**src/rtl/store_formatter_if.sv**
```systemverilog
// Store-path bundle between the pipeline/data memory (master) and the store formatter (slave).
interface store_formatter_if;
    logic        st_valid;
    logic        st_ready;
    logic [1:0]  st_size;
    logic [31:0] st_addr;
    logic [31:0] st_data;
    logic        mem_req;
    logic [31:0] mem_addr;
    logic [31:0] mem_wdata;
    logic [3:0]  mem_be;
    logic        mem_ack;
    logic        done;
    logic        misaligned;
    logic        timeout;

    modport master (
        output st_valid, st_size, st_addr, st_data, mem_ack,
        input  st_ready, mem_req, mem_addr, mem_wdata, mem_be, done, misaligned, timeout
    );

    modport slave (
        input  st_valid, st_size, st_addr, st_data, mem_ack,
        output st_ready, mem_req, mem_addr, mem_wdata, mem_be, done, misaligned, timeout
    );
endinterface

```
**src/rtl/store_formatter.sv**
```systemverilog
// MEM-stage store formatter: narrows SB/SH/SW data into byte lanes with byte enables
// and runs a registered write handshake to data memory with alignment and ack-timeout checks.
module store_formatter #(
    parameter int TIMEOUT_CYCLES = 16
) (
    input logic clk,
    input logic reset,
    store_formatter_if.slave bus
);
    localparam int CW = (TIMEOUT_CYCLES > 1) ? $clog2(TIMEOUT_CYCLES) : 1;
    localparam logic [CW-1:0] LAST_COUNT = CW'(TIMEOUT_CYCLES - 1);

    typedef enum logic {IDLE, REQ} state_t;

    state_t      state;
    logic [CW-1:0] count;
    logic        mem_req;
    logic [31:0] mem_addr;
    logic [31:0] mem_wdata;
    logic [3:0]  mem_be;
    logic        done;
    logic        misaligned;
    logic        timeout;

    logic [31:0] fmt_wdata;
    logic [3:0]  fmt_be;
    logic        fmt_bad;

    // Lane replication means the memory can pick the addressed lane(s) purely by byte enables.
    always_comb begin
        fmt_wdata = bus.st_data;
        fmt_be    = 4'b1111;
        fmt_bad   = 1'b0;
        case (bus.st_size)
            2'b00: begin
                fmt_wdata = {4{bus.st_data[7:0]}};
                fmt_be    = 4'b0001 << bus.st_addr[1:0];
            end
            2'b01: begin
                fmt_wdata = {2{bus.st_data[15:0]}};
                fmt_be    = bus.st_addr[1] ? 4'b1100 : 4'b0011;
                fmt_bad   = bus.st_addr[0];
            end
            2'b10: begin
                fmt_bad   = |bus.st_addr[1:0];
            end
            default: begin
                fmt_bad   = 1'b1;
            end
        endcase
    end

    // An ack on the final allowed cycle takes priority over the timeout abort.
    always_ff @(posedge clk or posedge reset) begin
        if (reset) begin
            state      <= IDLE;
            count      <= '0;
            mem_req    <= 1'b0;
            mem_addr   <= '0;
            mem_wdata  <= '0;
            mem_be     <= '0;
            done       <= 1'b0;
            misaligned <= 1'b0;
            timeout    <= 1'b0;
        end else begin
            done       <= 1'b0;
            misaligned <= 1'b0;
            timeout    <= 1'b0;
            case (state)
                IDLE: begin
                    if (bus.st_valid) begin
                        if (fmt_bad) begin
                            misaligned <= 1'b1;
                        end else begin
                            state     <= REQ;
                            mem_req   <= 1'b1;
                            mem_addr  <= {bus.st_addr[31:2], 2'b00};
                            mem_wdata <= fmt_wdata;
                            mem_be    <= fmt_be;
                            count     <= '0;
                        end
                    end
                end
                REQ: begin
                    if (bus.mem_ack) begin
                        state   <= IDLE;
                        mem_req <= 1'b0;
                        done    <= 1'b1;
                    end else if (count == LAST_COUNT) begin
                        state   <= IDLE;
                        mem_req <= 1'b0;
                        timeout <= 1'b1;
                    end else begin
                        count <= count + 1'b1;
                    end
                end
                default: state <= IDLE;
            endcase
        end
    end

    assign bus.st_ready   = (state == IDLE);
    assign bus.mem_req    = mem_req;
    assign bus.mem_addr   = mem_addr;
    assign bus.mem_wdata  = mem_wdata;
    assign bus.mem_be     = mem_be;
    assign bus.done       = done;
    assign bus.misaligned = misaligned;
    assign bus.timeout    = timeout;
endmodule

```
**src/flat_wrapper.sv**
```systemverilog
// flat-port wrapper written by rule: the top's interface ports become plain ports
module store_formatter_flat 
#(
    parameter int TIMEOUT_CYCLES = 16
)
  (clk, reset, bus_st_valid, bus_st_size, bus_st_addr, bus_st_data, bus_mem_ack, bus_st_ready, bus_mem_req, bus_mem_addr, bus_mem_wdata, bus_mem_be, bus_done, bus_misaligned, bus_timeout);
  store_formatter_if bus_i ();
  input logic clk;
  input logic reset;
  input wire logic [$bits(bus_i.st_valid)-1:0] bus_st_valid;
  input wire logic [$bits(bus_i.st_size)-1:0] bus_st_size;
  input wire logic [$bits(bus_i.st_addr)-1:0] bus_st_addr;
  input wire logic [$bits(bus_i.st_data)-1:0] bus_st_data;
  input wire logic [$bits(bus_i.mem_ack)-1:0] bus_mem_ack;
  output wire logic [$bits(bus_i.st_ready)-1:0] bus_st_ready;
  output wire logic [$bits(bus_i.mem_req)-1:0] bus_mem_req;
  output wire logic [$bits(bus_i.mem_addr)-1:0] bus_mem_addr;
  output wire logic [$bits(bus_i.mem_wdata)-1:0] bus_mem_wdata;
  output wire logic [$bits(bus_i.mem_be)-1:0] bus_mem_be;
  output wire logic [$bits(bus_i.done)-1:0] bus_done;
  output wire logic [$bits(bus_i.misaligned)-1:0] bus_misaligned;
  output wire logic [$bits(bus_i.timeout)-1:0] bus_timeout;
  assign bus_i.st_valid = bus_st_valid;
  assign bus_i.st_size = bus_st_size;
  assign bus_i.st_addr = bus_st_addr;
  assign bus_i.st_data = bus_st_data;
  assign bus_i.mem_ack = bus_mem_ack;
  assign bus_st_ready = bus_i.st_ready;
  assign bus_mem_req = bus_i.mem_req;
  assign bus_mem_addr = bus_i.mem_addr;
  assign bus_mem_wdata = bus_i.mem_wdata;
  assign bus_mem_be = bus_i.mem_be;
  assign bus_done = bus_i.done;
  assign bus_misaligned = bus_i.misaligned;
  assign bus_timeout = bus_i.timeout;
  store_formatter #(.TIMEOUT_CYCLES(TIMEOUT_CYCLES)) u_core (.clk(clk), .reset(reset), .bus(bus_i));
endmodule
```
**config.mk**
```make
export PLATFORM = sky130hd
export DESIGN_NAME = store_formatter_flat
export DESIGN_NICKNAME = d
export VERILOG_FILES = /design/src/rtl/store_formatter_if.sv /design/src/rtl/store_formatter.sv /design/src/flat_wrapper.sv
export SDC_FILE = /design/constraint.sdc
export NUM_CORES = 1
export LEC_CHECK = 0
export BUFFER_PORTS_ARGS = -buffer_cell sky130_fd_sc_hd__buf_2
export CAP_MARGIN = 0
export CORE_UTILIZATION = 45
export CTS_BUF_LIST = sky130_fd_sc_hd__clkbuf_4
export CTS_CLUSTER_DIAMETER = 80
export DETAILED_ROUTE_END_ITERATION = 10
export GPL_ROUTABILITY_DRIVEN = 0
export PLACE_DENSITY = 0.9
export SLEW_MARGIN = 20
export SYNTH_ARGS = -nofsm -noshare
export SYNTH_HDL_FRONTEND = slang
export SYNTH_SLANG_ARGS = --single-unit
```
**constraint.sdc**
```tcl
create_clock -name clk -period 2.4 [get_ports clk]
set_input_delay 0.48 -clock clk [delete_from_list [all_inputs] [get_ports clk]]
set_output_delay 0.48 -clock clk [all_outputs]
set_load 0.02 [all_outputs]
```
==> impl_metrics.env <==
export IMPL_cp_slowest_cell="dfrtp_1"
export IMPL_wl_met2_mm=3.52
export IMPL_detail_route_antenna_nets=0
export IMPL_p_leak_nw=2.28
export IMPL_cts_root_buffer="clkbuf_4"
export IMPL_stdcell_count=488
export IMPL_antenna_found_initial=0
export IMPL_mappedNetlistArea_um2=3600
export IMPL_ys_types=33
export IMPL_cts_tree="yes"
export IMPL_crit_start="u_core.state"
export IMPL_synthTopCellsByCount="75 x dfrtp_1, 55 x mux2_4, 26 x mux2_2"
export IMPL_cts_resized=0
export IMPL_min_path_type="in -> async"
export IMPL_grt_pass1_wl_mm=11.8
export IMPL_finalSetupTns_ns=0
export IMPL_synth_edf_count=0
export IMPL_firstDrtPassIters=4
export IMPL_start_util_pct=46.5
export IMPL_die_h_um=91.4
export IMPL_die_w_um=91.4
export IMPL_maxSlewViolCount=0
export IMPL_pin_count=143
export IMPL_syn_area_per_cell_um2=15.1
export IMPL_cts_sinks=75
export IMPL_h_tree_depth=3
export IMPL_wire_per_inst_um=15.2
export IMPL_drive_gt1_share_pct=64.0
export IMPL_netlist_area_leader_share_pct=52.2
export IMPL_insertion_delay_ns=0.41
export IMPL_drt_iter0_markers=75
export IMPL_p_per_area_nw_per_um2=914
export IMPL_portBuffers=140
export IMPL_yosys_warnings=0
export IMPL_drt_wl_total_mm=7.40
export IMPL_end_kind="flop"
export IMPL_yosysMostFrequentCell="dfrtp_1"
export IMPL_async_reset_ff_share_pct=100
export IMPL_drc=0
export IMPL_ys_seq_elements=75
export IMPL_startpoint_type="flop"
export IMPL_grt_max_degree=56
export IMPL_skew_ns=0.0103
export IMPL_cap_violations=0
export IMPL_syn_inst=238
export IMPL_wl_met3_um=433
export IMPL_numPlacedInstances=472
export IMPL_yosysTopAreaCell="dfrtp_1"
export IMPL_grt_use_total_pct=18.4
export IMPL_clk_pin_slew_ns=0.12
export IMPL_post_cts_buffers=0
export IMPL_rsz0062_at_grt="no"
export IMPL_critical_path_max_stage_delay_ns=0.47
export IMPL_area_delta_synth_final_pct=25.1
export IMPL_clk_path_buf_depth=2
export IMPL_top_layer="met4"
export IMPL_cp_cell_sequence="nand2b_1, o21ba_4, buf_12, mux2_2"
export IMPL_status="finished, final reports clean"
export IMPL_gr_total_overflow=0
export IMPL_peakVddDrop_uv=336
export IMPL_seq_area_frac_synth_pct=52.2
export IMPL_min_period_over_period_pct=70.9
export IMPL_worstPathMaxFanout=28
export IMPL_drt_met1_wl_mm=3.31
export IMPL_dieArea_um2=8350
export IMPL_netlist_top_cells_area="dfrtp_1 52%, mux2_4 23%, mux2_2 8.1%"
export IMPL_rows=32
export IMPL_critical_path_class="reg -> reg"
export IMPL_vias=2393
export IMPL_core_um2=7730
export IMPL_critPathRequiredTime_ns=2.69
export IMPL_arrival_ns=1.99
export IMPL_cts_inserted_buffers=9
export IMPL_viasPerCell=4.90
export IMPL_first_global_vias=2389
export IMPL_crit_reg2reg_capture="u_core.bus.mem_wdata[28]"
export IMPL_r2r_slack_ns=0.70
export IMPL_max_freq_ghz=0.588
export IMPL_critPathCapture="u_core.bus.mem_wdata[28]"
export IMPL_num_fill_cells=660
export IMPL_finalSetupViolCount=0
export IMPL_holdBufCountCts=0
export IMPL_ys_dominant_reg_cell="dfrtp_1"
export IMPL_nNetsFinal=452
export IMPL_rr_worst_depth=4
export IMPL_hold_violations=0
export IMPL_period_minus_slack_ns=1.70
export IMPL_timing_rr_start="u_core.state"
export IMPL_diodes=0
export IMPL_hpwl_mm=5.33
state kept, by name, indices dropped and copies added, names as in the netlist, 4 cells and up:
signal,cells
u_core.bus.mem_wdata,32
u_core.count,4
u_core.bus.mem_addr,30
u_core.bus.mem_be,4
cell usage in the layout (no fill, tap or decap), drive strengths merged, types with 4 or more instances in the layout:
master,Yosys,layout
mux2,81,81
o21ai,14,14
buf,13,146
dfrtp,75,75
nor2,4,4
nand2,10,10
mux2i,9,9
clkbuf,2,10
metrics by stage:
stage          hold slack [ns]  total power, W  utilization (%)  area, um^2  worst slack [ns]
6_report                0.0366         0.00411             58.2        4500             0.699
5_1_grt                 0.0171         0.00434             58.2        4500             0.615
4_1_cts                0.00697         0.00417             58.2        4500             0.679
3_5_place_dp             0.465         0.00327             56.1        4340             0.477
3_3_place_gp             0.456         0.00322             56.1        4340             0.528
2_1_floorplan            0.532         0.00279                -        3600            0.0100
final cells by class:
cell class              instances  area (um^2)  share of cell area, %
inverters                       3         12.5                  0.278
clock inverters                 6         88.8                   1.97
repair buffers                146          783                   17.4
flip-flops and latches         75         1880                   41.7
well taps                     102          128                   2.84
multi-input cells             146         1540                   34.1
clock buffers                  10         75.1                   1.67
critical path, delay by kind of cell, from the launching register on:
| kind | cells | cell delay (ns) |
|---|---|---|
| muxes | 1 | 0.36 |
| DFF | 1 | 0.47 |
| and+or+nand+nor | 1 | 0.24 |
| buffers and inverters | 1 | 0.24 |
| AOI/OAI and AO/OA | 1 | 0.28 |
logic make-up (layout without fill, tap and decap cells):
group / count (synthesis) / after routing / share of synthesized area, %
adder cells (fa/ha/maj): 1 / 1 / 0.348
flip-flops: 75 / 75 / 52.2
other: 1 / 2 / 0.104
AND/OR/NAND/NOR: 29 / 29 / 4.25
buffers and inverters: 18 / 165 / 5.22
AO/OA/AOI/OAI: 24 / 24 / 4.28
multiplexers: 90 / 90 / 33.6
routing by layer:
| metal | global-route usage, % | up-vias |
|---|---|---|
| met4 | 8.60 | 0 |
| met2 | 28.9 | 109 |
| met3 | 4.10 | 11 |
| li1 | - | 1121 |
| met5 | 0 | - |
| met1 | 24.0 | 1152 |
power breakdown:
group | switching [W] | total [W] | internal [W]
combinational | 0.000758 | 0.00146 | 0.000706
clock | 0.000442 | 0.000879 | 0.000437
sequential | 0.000183 | 0.00177 | 0.00159
how the worst min path moves through the flow:
| stage | from | to | cells after the start |
|---|---|---|---|
| floorplan | u_core.state | u_core.bus.done | 1 |
| CTS | reset | u_core.bus.mem_addr[17] | 2 |
| global route | reset | u_core.bus.mem_addr[22] | 2 |
| global placement | reset | u_core.bus.mem_addr[18] | 2 |
| finish | reset | u_core.bus.mem_addr[15] | 2 |
| detailed placement | u_core.bus.mem_be[0] | u_core.bus.mem_be[0] | 1 |
Power figures use the tool's default switching activity.
